**src/rtl/serial_bus_arbiter_pkg.sv**
```systemverilog
// Shared definitions for the serial bus arbiter: FSM state encoding and grant-index width.
package serial_bus_arbiter_pkg;

  typedef enum logic [1:0] {
    ST_IDLE   = 2'd0,
    ST_BUSY   = 2'd1,
    ST_RESUME = 2'd2
  } state_t;

  localparam int NUM_MASTERS_DEFAULT = 2;

  // A one-master bus would give $clog2 == 0, so keep at least one index bit.
  function automatic int id_width(int n);
    return (n > 1) ? $clog2(n) : 1;
  endfunction

endpackage

```
**src/rtl/serial_bus_arbiter_if.sv**
```systemverilog
// Request/grant bundle between bus masters, the split-capable slave side and the arbiter.
interface serial_bus_arbiter_if
  import serial_bus_arbiter_pkg::*;
#(
  parameter int NUM_MASTERS = NUM_MASTERS_DEFAULT
);
  localparam int ID_WIDTH = id_width(NUM_MASTERS);

  // Handshake: a master raises mreq and holds it until its transaction ends; mgrant is the
  // one-hot answer. tx_done and ssplit are single-cycle pulses that only matter while a grant
  // is live. split_ready is a level, sampled only while the bus is idle. A parked master sees
  // msplit and keeps mreq high until split_grant brings it back.
  logic [NUM_MASTERS-1:0] mreq;
  logic                   tx_done;
  logic                   ssplit;
  logic                   split_ready;
  logic [NUM_MASTERS-1:0] mgrant;
  logic [ID_WIDTH-1:0]    grant_id;
  logic [NUM_MASTERS-1:0] msplit;
  logic                   split_grant;

  modport master (
    output mreq, tx_done, ssplit, split_ready,
    input  mgrant, grant_id, msplit, split_grant
  );

  modport slave (
    input  mreq, tx_done, ssplit, split_ready,
    output mgrant, grant_id, msplit, split_grant
  );

endinterface

```
**src/rtl/serial_bus_arbiter_rr_pick.sv**
```systemverilog
// Combinational round-robin picker: first set request at or after rr_ptr, wrapping around.
module serial_bus_arbiter_rr_pick
  import serial_bus_arbiter_pkg::*;
#(
  parameter int NUM_MASTERS = NUM_MASTERS_DEFAULT,
  parameter int ID_WIDTH    = id_width(NUM_MASTERS)
) (
  input  logic [NUM_MASTERS-1:0] req,
  input  logic [ID_WIDTH-1:0]    rr_ptr,
  output logic                   valid,
  output logic [ID_WIDTH-1:0]    index
);

  logic [ID_WIDTH-1:0] cand;

  // Walk offsets from the far end back to rr_ptr so the closest requester is written last.
  always_comb begin
    valid = 1'b0;
    index = '0;
    cand  = '0;
    for (int i = NUM_MASTERS - 1; i >= 0; i--) begin
      cand = ID_WIDTH'((int'(rr_ptr) + i) % NUM_MASTERS);
      if (req[cand]) begin
        valid = 1'b1;
        index = cand;
      end
    end
  end

endmodule

```
**src/rtl/serial_bus_arbiter.sv**
```systemverilog
// Round-robin serial bus arbiter with one outstanding split transaction (park and resume).
module serial_bus_arbiter
  import serial_bus_arbiter_pkg::*;
#(
  parameter int NUM_MASTERS = NUM_MASTERS_DEFAULT
) (
  input  logic                 clk,
  input  logic                 rstn,
  serial_bus_arbiter_if.slave  bus,
  output state_t               dbg_state
);

  localparam int ID_WIDTH = id_width(NUM_MASTERS);
  typedef logic [ID_WIDTH-1:0] id_t;

  state_t                 state;
  logic [NUM_MASTERS-1:0] mgrant;
  logic [NUM_MASTERS-1:0] msplit;
  id_t                    grant_id;
  id_t                    rr_ptr;
  id_t                    split_owner;
  logic                   split_grant;
  logic                   split_pending;

  logic [NUM_MASTERS-1:0] eligible;
  logic                   pick_valid;
  id_t                    pick_idx;
  id_t                    next_ptr;
  logic                   owner_done;

  function automatic logic [NUM_MASTERS-1:0] onehot(id_t i);
    logic [NUM_MASTERS-1:0] v;
    v    = '0;
    v[i] = 1'b1;
    return v;
  endfunction

  // A parked master keeps mreq high, so msplit masks it out of normal selection.
  assign eligible   = bus.mreq & ~msplit;
  assign next_ptr   = (grant_id == id_t'(NUM_MASTERS - 1)) ? '0 : grant_id + 1'b1;
  assign owner_done = bus.tx_done | ~bus.mreq[grant_id];

  serial_bus_arbiter_rr_pick #(
    .NUM_MASTERS (NUM_MASTERS),
    .ID_WIDTH    (ID_WIDTH)
  ) u_rr_pick (
    .req    (eligible),
    .rr_ptr (rr_ptr),
    .valid  (pick_valid),
    .index  (pick_idx)
  );

  always_ff @(posedge clk) begin
    if (!rstn) begin
      state         <= ST_IDLE;
      mgrant        <= '0;
      grant_id      <= '0;
      msplit        <= '0;
      split_grant   <= 1'b0;
      rr_ptr        <= '0;
      split_pending <= 1'b0;
      split_owner   <= '0;
    end else begin
      case (state)
        ST_IDLE: begin
          // Resuming the parked transaction beats any fresh request.
          if (split_pending && bus.split_ready) begin
            state       <= ST_RESUME;
            mgrant      <= onehot(split_owner);
            grant_id    <= split_owner;
            split_grant <= 1'b1;
            msplit      <= '0;
          end else if (pick_valid) begin
            state    <= ST_BUSY;
            mgrant   <= onehot(pick_idx);
            grant_id <= pick_idx;
          end
        end
        ST_BUSY: begin
          // A split wins over a simultaneous tx_done; a second split is dropped.
          if (bus.ssplit && !split_pending) begin
            split_pending    <= 1'b1;
            split_owner      <= grant_id;
            msplit[grant_id] <= 1'b1;
            mgrant           <= '0;
            rr_ptr           <= next_ptr;
            state            <= ST_IDLE;
          end else if (owner_done) begin
            mgrant <= '0;
            rr_ptr <= next_ptr;
            state  <= ST_IDLE;
          end
        end
        ST_RESUME: begin
          if (owner_done) begin
            split_pending <= 1'b0;
            split_grant   <= 1'b0;
            mgrant        <= '0;
            rr_ptr        <= next_ptr;
            state         <= ST_IDLE;
          end
        end
        default: state <= ST_IDLE;
      endcase
    end
  end

  assign bus.mgrant      = mgrant;
  assign bus.grant_id    = grant_id;
  assign bus.msplit      = msplit;
  assign bus.split_grant = split_grant;
  assign dbg_state       = state;

endmodule

```
**src/flat_wrapper.sv**
```systemverilog
// flat-port wrapper written by rule: the top's interface ports become plain ports
module serial_bus_arbiter_flat import serial_bus_arbiter_pkg::*;
#(
  parameter int NUM_MASTERS = NUM_MASTERS_DEFAULT
)
  (clk, rstn, dbg_state, bus_mreq, bus_tx_done, bus_ssplit, bus_split_ready, bus_mgrant, bus_grant_id, bus_msplit, bus_split_grant);
  serial_bus_arbiter_if #(.NUM_MASTERS(NUM_MASTERS)) bus_i ();
  input  logic clk;
  input  logic rstn;
  output state_t dbg_state;
  input wire logic [$bits(bus_i.mreq)-1:0] bus_mreq;
  input wire logic [$bits(bus_i.tx_done)-1:0] bus_tx_done;
  input wire logic [$bits(bus_i.ssplit)-1:0] bus_ssplit;
  input wire logic [$bits(bus_i.split_ready)-1:0] bus_split_ready;
  output wire logic [$bits(bus_i.mgrant)-1:0] bus_mgrant;
  output wire logic [$bits(bus_i.grant_id)-1:0] bus_grant_id;
  output wire logic [$bits(bus_i.msplit)-1:0] bus_msplit;
  output wire logic [$bits(bus_i.split_grant)-1:0] bus_split_grant;
  assign bus_i.mreq = bus_mreq;
  assign bus_i.tx_done = bus_tx_done;
  assign bus_i.ssplit = bus_ssplit;
  assign bus_i.split_ready = bus_split_ready;
  assign bus_mgrant = bus_i.mgrant;
  assign bus_grant_id = bus_i.grant_id;
  assign bus_msplit = bus_i.msplit;
  assign bus_split_grant = bus_i.split_grant;
  serial_bus_arbiter #(.NUM_MASTERS(NUM_MASTERS)) u_core (.clk(clk), .rstn(rstn), .bus(bus_i), .dbg_state(dbg_state));
endmodule
```
**config.mk**
```make
export PLATFORM = sky130hd
export DESIGN_NAME = serial_bus_arbiter_flat
export DESIGN_NICKNAME = d
export VERILOG_FILES = /design/src/rtl/serial_bus_arbiter_pkg.sv /design/src/rtl/serial_bus_arbiter_if.sv /design/src/rtl/serial_bus_arbiter_rr_pick.sv /design/src/rtl/serial_bus_arbiter.sv /design/src/flat_wrapper.sv
export SDC_FILE = /design/constraint.sdc
export NUM_CORES = 1
export LEC_CHECK = 0
export CAP_MARGIN = 20
export CORE_AREA = 2 2 39 41
export CTS_CLUSTER_SIZE = 20
export DETAILED_ROUTE_END_ITERATION = 8
export DIE_AREA = 0 0 41 43
export GPL_TIMING_DRIVEN = 0
export PLACE_DENSITY_LB_ADDON = 0.1
export SLEW_MARGIN = 30
export SYNTH_ARGS = -nofsm -noshare
export SYNTH_HDL_FRONTEND = slang
export SYNTH_SLANG_ARGS = --single-unit
```
**constraint.sdc**
```tcl
create_clock -name clk -period 1.8 [get_ports clk]
set_clock_uncertainty 0.15 [all_clocks]
set_input_delay 0.45 -clock clk [delete_from_list [all_inputs] [get_ports clk]]
set_output_delay 0.45 -clock clk [all_outputs]
set_load 0.005 [all_outputs]
```
==> results of run 1 <==
-- worst paths after layout --
path	to	cells past startpoint
max reg2reg	u_core.bus.mgrant[1]	6
min reg2reg	u_core.bus.mgrant[0]	1
min	u_core.bus.mgrant[0]	1
max	bus_grant_id	1
-- flip-flops by register name, summed over array words and instances (netlist names) --
name                    count
u_core.bus.grant_id         1
u_core.bus.mgrant           2
u_core.bus.msplit           2
u_core.bus.split_grant      1
u_core.dbg_state            2
u_core.rr_ptr               1
u_core.split_owner          1
u_core.split_pending        1
-- routing by layer --
| layer | share of wire | vias to the layer above | GRT usage |
|---|---|---|---|
| met5 | 0 | - | 0 |
| met4 | 0.018 | 0 | 0.1000 |
| met3 | 0.073 | 4 | 0.04712 |
| met2 | 0.42 | 18 | 0.2219 |
| met1 | 0.49 | 260 | 0.2852 |
| li1 | - | 291 | - |
-- report_power, final --
part	total [mW]	switching, mW	leakage [nW]	internal (mW)
combinational	0.202	0.0943	0.273	0.108
clock	0.175	0.0885	0.0150	0.0861
sequential	0.304	0.0274	0.0915	0.276
-- layout make-up --
class | count | share of cell area
Multi-Input combinational cell | 55 | 0.4436
Clock buffer | 4 | 0.03201
Tap cell | 16 | 0.02439
Timing Repair Buffer | 15 | 0.1921
Inverter | 7 | 0.03201
Sequential cell | 11 | 0.2759
-- synthesized netlist by cell type, drive strengths merged (2+ instances only) --
cell type	instances
nor3	4
a21o	2
nand2b	3
inv	7
mux2i	2
ha	4
a21oi	4
nor2b	2
a22o	2
nand2	8
dfxtp	11
nand3	2
nor2	7
o21ai	5
o31ai	2
-- per-stage QoR --
step           hold WS (ns)  TNS (ns)  instance area (sq um)
3_5_place_dp         0.2957    -1.380                  754.5
5_1_grt              0.3416         0                  820.8
4_1_cts              0.3226         0                  784.5
6_report             0.3152         0                  820.8
2_1_floorplan        0.2960         0                  594.3
3_3_place_gp         0.2982    -1.357                  754.5
-- layout by cell type, fill, tap and decap left out, types with 4 or more instances in the layout --
cell type        count
dfxtp_1              8
dlymetal6s2s_1       4
nor2_1               7
ha_1                 4
nand2_1              7
o21ai_0              5
inv_1                6
clkdlybuf4s50_1     10
-- cell families (layout without fill, tap and decap cells) --
kind of cell / Yosys count / after routing / synth area share
simple gates: 30 / 30 / 0.2506
compound gates: 19 / 19 / 0.2169
flops: 11 / 11 / 0.3705
buf+inv: 7 / 26 / 0.04422
fa+ha+maj: 4 / 4 / 0.08421
mux: 2 / 2 / 0.03369
-- what timing repair did --
| action | in CTS | in global routing |
|---|---|---|
| setup buffers | 0 | 1 |
| hold buffers | 0 | 0 |
| gates resized for setup | 3 | 10 |
| setup endpoints to repair | 3 | 4 |
| pin swaps | 0 | 2 |
==> impl_metrics.json, run 1 <==
{
  "clkLatencyLatePin_ns": 0.28,
  "outcome": "completed",
  "wl_cell_um": 11.99,
  "layout.nets": 104,
  "worst_path_largest_cell_delay_ns": 0.50,
  "unrepaired_setup_endpoints_after_global_routing": "false",
  "first_iter_violations": 17,
  "post_synth_inst_count": 73,
  "nFillCells": 122,
  "detailroute.via_count": 573,
  "iteration_count_of_the_initial_detailed_routing_pass": 4,
  "ctsRootBufferMaster": "clkbuf_4",
  "setup_viol": 0,
  "tightestPinTransition_ns": 0.3139,
  "grt_max_degree": 7,
  "ctsLongestPathBuffers": 2,
  "final_util": 0.5931,
  "top_cells_by_area_synth": "dfxtp_1 37%, ha_1 8.4%, nand2_1 5.1%",
  "vdd_drop_max_mv": 0.5014,
  "boundaryPins": 15,
  "port_buffers": 14,
  "layout_worst_path_cycle_share": 0.9770,
  "detail_route.vias_per_cell": 5.306,
  "post-synth-top-area-cell": "dfxtp_1",
  "crit_required_ns": 1.20,
  "antenna-diode-count": 0,
  "cap_violations": 0,
  "via_count_of_the_first_global_routing_pass": 473,
  "cts_htree_levels": 1,
  "clock_sink_count": 11,
  "cts.clk_slew.worst_paths_ns": 0.07,
  "fp.dieW_um": 41,
  "arrival_ns": 1.16,
  "total_leakage_power_nw": 0.3791,
  "gp_congestion": 0.7681,
  "synthToLayoutAreaGrowth_pct": 38.11,
  "avgSynthCellArea_sq_um": 8.141,
  "critical_path.startpoint": "u_core.bus.grant_id",
  "floorplan.die.height_um": 43,
  "fmax_ghz": 0.5687,
  "placed_cells_incl_taps": 103,
  "ys_seq_area_frac": 0.3705,
  "crit_fanout": 6,
  "ys_ff_latch": 11,
  "grt_antenna_before_repair": 0,
  "yosys_warn_count": 0,
  "post_route_cells_drive_above_1_share": 0.1630,
  "rr_startpoint": "u_core.dbg_state[1]",
  "postSynth.asyncResetShare": 0,
  "core.rowCount": 14,
  "timing_max_transition_violations_final": 0,
  "shortest_clock_period_the_worst_path_allows_after_layout_ns": 1.759,
  "finish.cell_count_without_fillers": 108,
  "post_synth_edffs": 0,
  "critical_path_buffer_and_inverter_count": 1,
  "dominantRegCellSynth": "dfxtp_1",
  "remaining_global_route_overflow": 0,
  "reg2reg_slack_ns": 0.12,
  "slew_headroom": 0.7895,
  "detailedPlacementHpwl_um": 952,
  "effective_utilization_at_floorplan": 0.4295,
  "postLayoutSetupSlackWorst_ns": 0.04148,
  "pre_cts_ws_ns": -0.2678,
  "worst_hold_startpoint": "u_core.bus.mgrant[0]",
  "die_area_sq_um": 1763,
  "detail-route-antenna-nets": 0,
  "synthDominantCellAreaShare": 0.3705,
  "cp-end-kind": "output pin",
  "power_mw": 0.6805,
  "crit_family": "buffers and inverters",
  "setup.worst_path.class": "register to output pin",
  "grtUsageTotal": 0.1838,
  "crit_path_cell_trace": "clkdlybuf4s50_1",
  "grt_pass1_wl_um": 2187,
  "detail_route.wirelength_um": 1295,
  "cts-buffers-inserted": 3,
  "cpMaxStageDelayCell": "clkdlybuf4s50_1",
  "synth.cell_area_sq_um": 594.3,
  "power_per_cell_area_nw_per_um2": 829.1,
  "multi_input_comb_area_sq_um": 364.1,
  "kind_of_path_behind_the_tightest_hold_check": "register to register",
  "synthesis.nets": 84,
  "layout.area.seq_sq_um": 226.5,
  "clock_tree_from_tritoncts": "yes",
  "drt_drc_violations_left": 0,
  "yosys.cell_types.count": 25,
  "core-area_sq_um": 1384,
  "hold_viol": 0,
  "startpoint_type": "register"
}
(Power assumes the default switching activity.)
==> run 2, diff against run 1 <==
CAP_MARGIN = 10   (was 20)
==> results of run 2 <==
The final DEF is identical to that of run 1; final timing and power are the same.
==> run 3, diff against run 2 <==
CORE_AREA = unset   (was 2 2 39 41)
CORE_MARGIN = 2   (was unset)
CORE_UTILIZATION = 41   (was unset)
DIE_AREA = unset   (was 0 0 41 43)
clock period = 1.5 ns   (was 1.8 ns; I/O delays follow)
==> run 3 against run 2 <==
The run now ends with negative setup slack left. Non-clock buffer count is 7 higher. Sequential power rose by 21%. Highest routed layer unchanged. Via count rose by 4.2%. Worst hold slack better by 0.0055 ns. Global-route usage shrank 0.47 points.
==> impl_metrics.json, run 3 (synthesized netlist as in run 1, its figures left out) <==
{
  "layout.nets": 111,
  "kind_of_path_behind_the_tightest_hold_check": "register to register",
  "detail_route.wirelength_um": 1503,
  "clock_power_frac": 0.233,
  "gp_congestion": 0.8446,
  "fp.dieW_um": 42.08,
  "floorplan.die.height_um": 42.08,
  "internal-power_mw": 0.5915,
  "placed_cells_incl_taps": 102,
  "clock_sink_count": 11,
  "grt_max_degree": 7,
  "clkLatencyLatePin_ns": 0.26,
  "power_per_cell_area_nw_per_um2": 948.9,
  "unrepaired_setup_endpoints_after_global_routing": "true",
  "power_mw": 0.8655,
  "post_route_cells_drive_above_1_share": 0.3535,
  "antenna-diode-count": 0,
  "cp-end-kind": "register",
  "synthToLayoutAreaGrowth_pct": 53.47,
  "core.rowCount": 13,
  "iteration_count_of_the_initial_detailed_routing_pass": 2,
  "ctsRootBufferMaster": "clkbuf_4",
  "grt_antenna_before_repair": 0,
  "port_buffers": 14,
  "setup.worst_path.class": "register to register",
  "worstRegToRegCells": 6,
  "net-switching-power_mw": 0.2740,
  "p_sw_frac": 0.3165,
  "outcome": "complete, but fails checks",
  "worst_r2r_endpoint": "u_core.bus.mgrant[1]",
  "postCtsHoldBufs": 0,
  "fin_tns_setup_ns": -0.1421,
  "setup.worst_path.end": "u_core.bus.mgrant[1]",
  "final.hold.worst_slack_ns": 0.3207,
  "fmax_ghz": 0.6269,
  "timing_max_transition_violations_final": 0,
  "postLayoutSetupSlackWorst_ns": -0.09526,
  "grt_pass1_wl_um": 2415,
  "layout_worst_path_cycle_share": 1.064,
  "crit_required_ns": 1.51,
  "wl_cell_um": 13.18,
  "finish.instance_area_sq_um": 912.1,
  "cap_violations": 0,
  "effective_utilization_at_floorplan": 0.4456,
  "core-area_sq_um": 1334,
  "reg2reg_slack_ns": -0.1,
  "first_iter_violations": 5,
  "finish.cell_count_without_fillers": 114,
  "hold_viol": 0,
  "die_area_sq_um": 1770,
  "remaining_global_route_overflow": 0,
  "cts.clk_slew.worst_paths_ns": 0.07,
  "slew_headroom": 0.8250,
  "dpl-instance-area_sq_um": 793.3,
  "startpoint_type": "register",
  "rr_startpoint": "u_core.dbg_state[1]",
  "tightestPinTransition_ns": 0.2598,
  "cts_htree_levels": 1,
  "drt_drc_violations_left": 0,
  "final_common_cell": "dlygate4sd2_1",
  "violated_checks": "negative setup slack",
  "vdd_drop_max_mv": 0.6118,
  "grtUsageTotal": 0.1791,
  "setup_viol": 3,
  "share_comb_of_total_power": 0.343,
  "critical_path.startpoint": "u_core.dbg_state[1]",
  "crit_fanout": 4,
  "layout_common_cells": "12 x dlygate4sd2_1, 8 x buf_4, 7 x nor2_1",
  "detail-route-antenna-nets": 0,
  "detailroute.via_count": 597,
  "power.sequential.fraction": 0.424,
  "total_leakage_power_nw": 0.4235,
  "cts-buffers-inserted": 3,
  "clock_tree_from_tritoncts": "yes",
  "shortest_clock_period_the_worst_path_allows_after_layout_ns": 1.595,
  "boundaryPins": 15,
  "via_count_of_the_first_global_routing_pass": 578,
  "ctsLongestPathBuffers": 2,
  "detail_route.vias_per_cell": 5.237,
  "detailedPlacementHpwl_um": 1061,
  "arrival_ns": 1.60
}
==> run 3: power groups by stage <==
stage | Sequential, mW | Combinational [mW] | Clock [mW]
global route | 0.374 | 0.326 | 0.226
detailed placement | 0.375 | 0.247 | 0
finish | 0.367 | 0.297 | 0.202
floorplan | 0.370 | 0.145 | 0
CTS | 0.367 | 0.281 | 0.211
global placement | 0.373 | 0.247 | 0
==> run 3: routing by layer <==
layer	wire, um	vias up	track usage	part of all wire
met1	695	283	0.2132	0.46
met4	10	0	0.07500	0.0067
met2	742	7	0.3125	0.49
met5	0	-	0	0
li1	-	305	-	-
met3	55	2	0.03448	0.037
==> run 3: worst min path at each step <==
| stage | start | to | slack [ns] | cells past startpoint |
|---|---|---|---|---|
| detailed placement | u_core.bus.mgrant[0] | u_core.bus.mgrant[0] | 0.30 | 1 |
| global route | u_core.bus.mgrant[0] | u_core.bus.mgrant[0] | 0.34 | 1 |
| finish | u_core.bus.mgrant[0] | u_core.bus.mgrant[0] | 0.32 | 1 |
| global placement | u_core.bus.mgrant[0] | u_core.bus.mgrant[0] | 0.30 | 1 |
| floorplan | u_core.rr_ptr | u_core.rr_ptr | 0.30 | 2 |
| CTS | u_core.bus.mgrant[0] | u_core.bus.mgrant[0] | 0.32 | 1 |
==> run 3: cell type report <==
| class | instances | area (sq um) |
|---|---|---|
| clock buffer | 4 | 26.28 |
| timing repair buffer | 22 | 180.2 |
| sequential | 11 | 236.5 |
| fill | 117 | 421.7 |
| inverter | 7 | 31.28 |
| multi-input combinational | 55 | 419.2 |
| tap | 15 | 18.77 |
==> run 3: through the flow <==
stage                     setup WS (ns)  utilization
after global placement          -0.5138       0.5947
after global routing            -0.1564       0.6839
after detailed placement        -0.5285       0.5947
after floorplan                -0.01804            -
after CTS                       -0.1295       0.6754
final                          -0.09526       0.6839
==> run 3: timing repair <==
action / in CTS / in global routing
pin swaps: 7 / 3
gates resized for setup: 30 / 4
endpoints found under the setup margin: 16 / 5
setup buffers: 8 / 0
==> run 3: critical path: stages, from the launching register on <==
cell,delay [ns]
dfxtp_4,0.39
inv_4,0.05
ha_4,0.17
a21oi_2,0.13
nor3_2,0.06
a221o_2,0.35
a22o_1,0.19
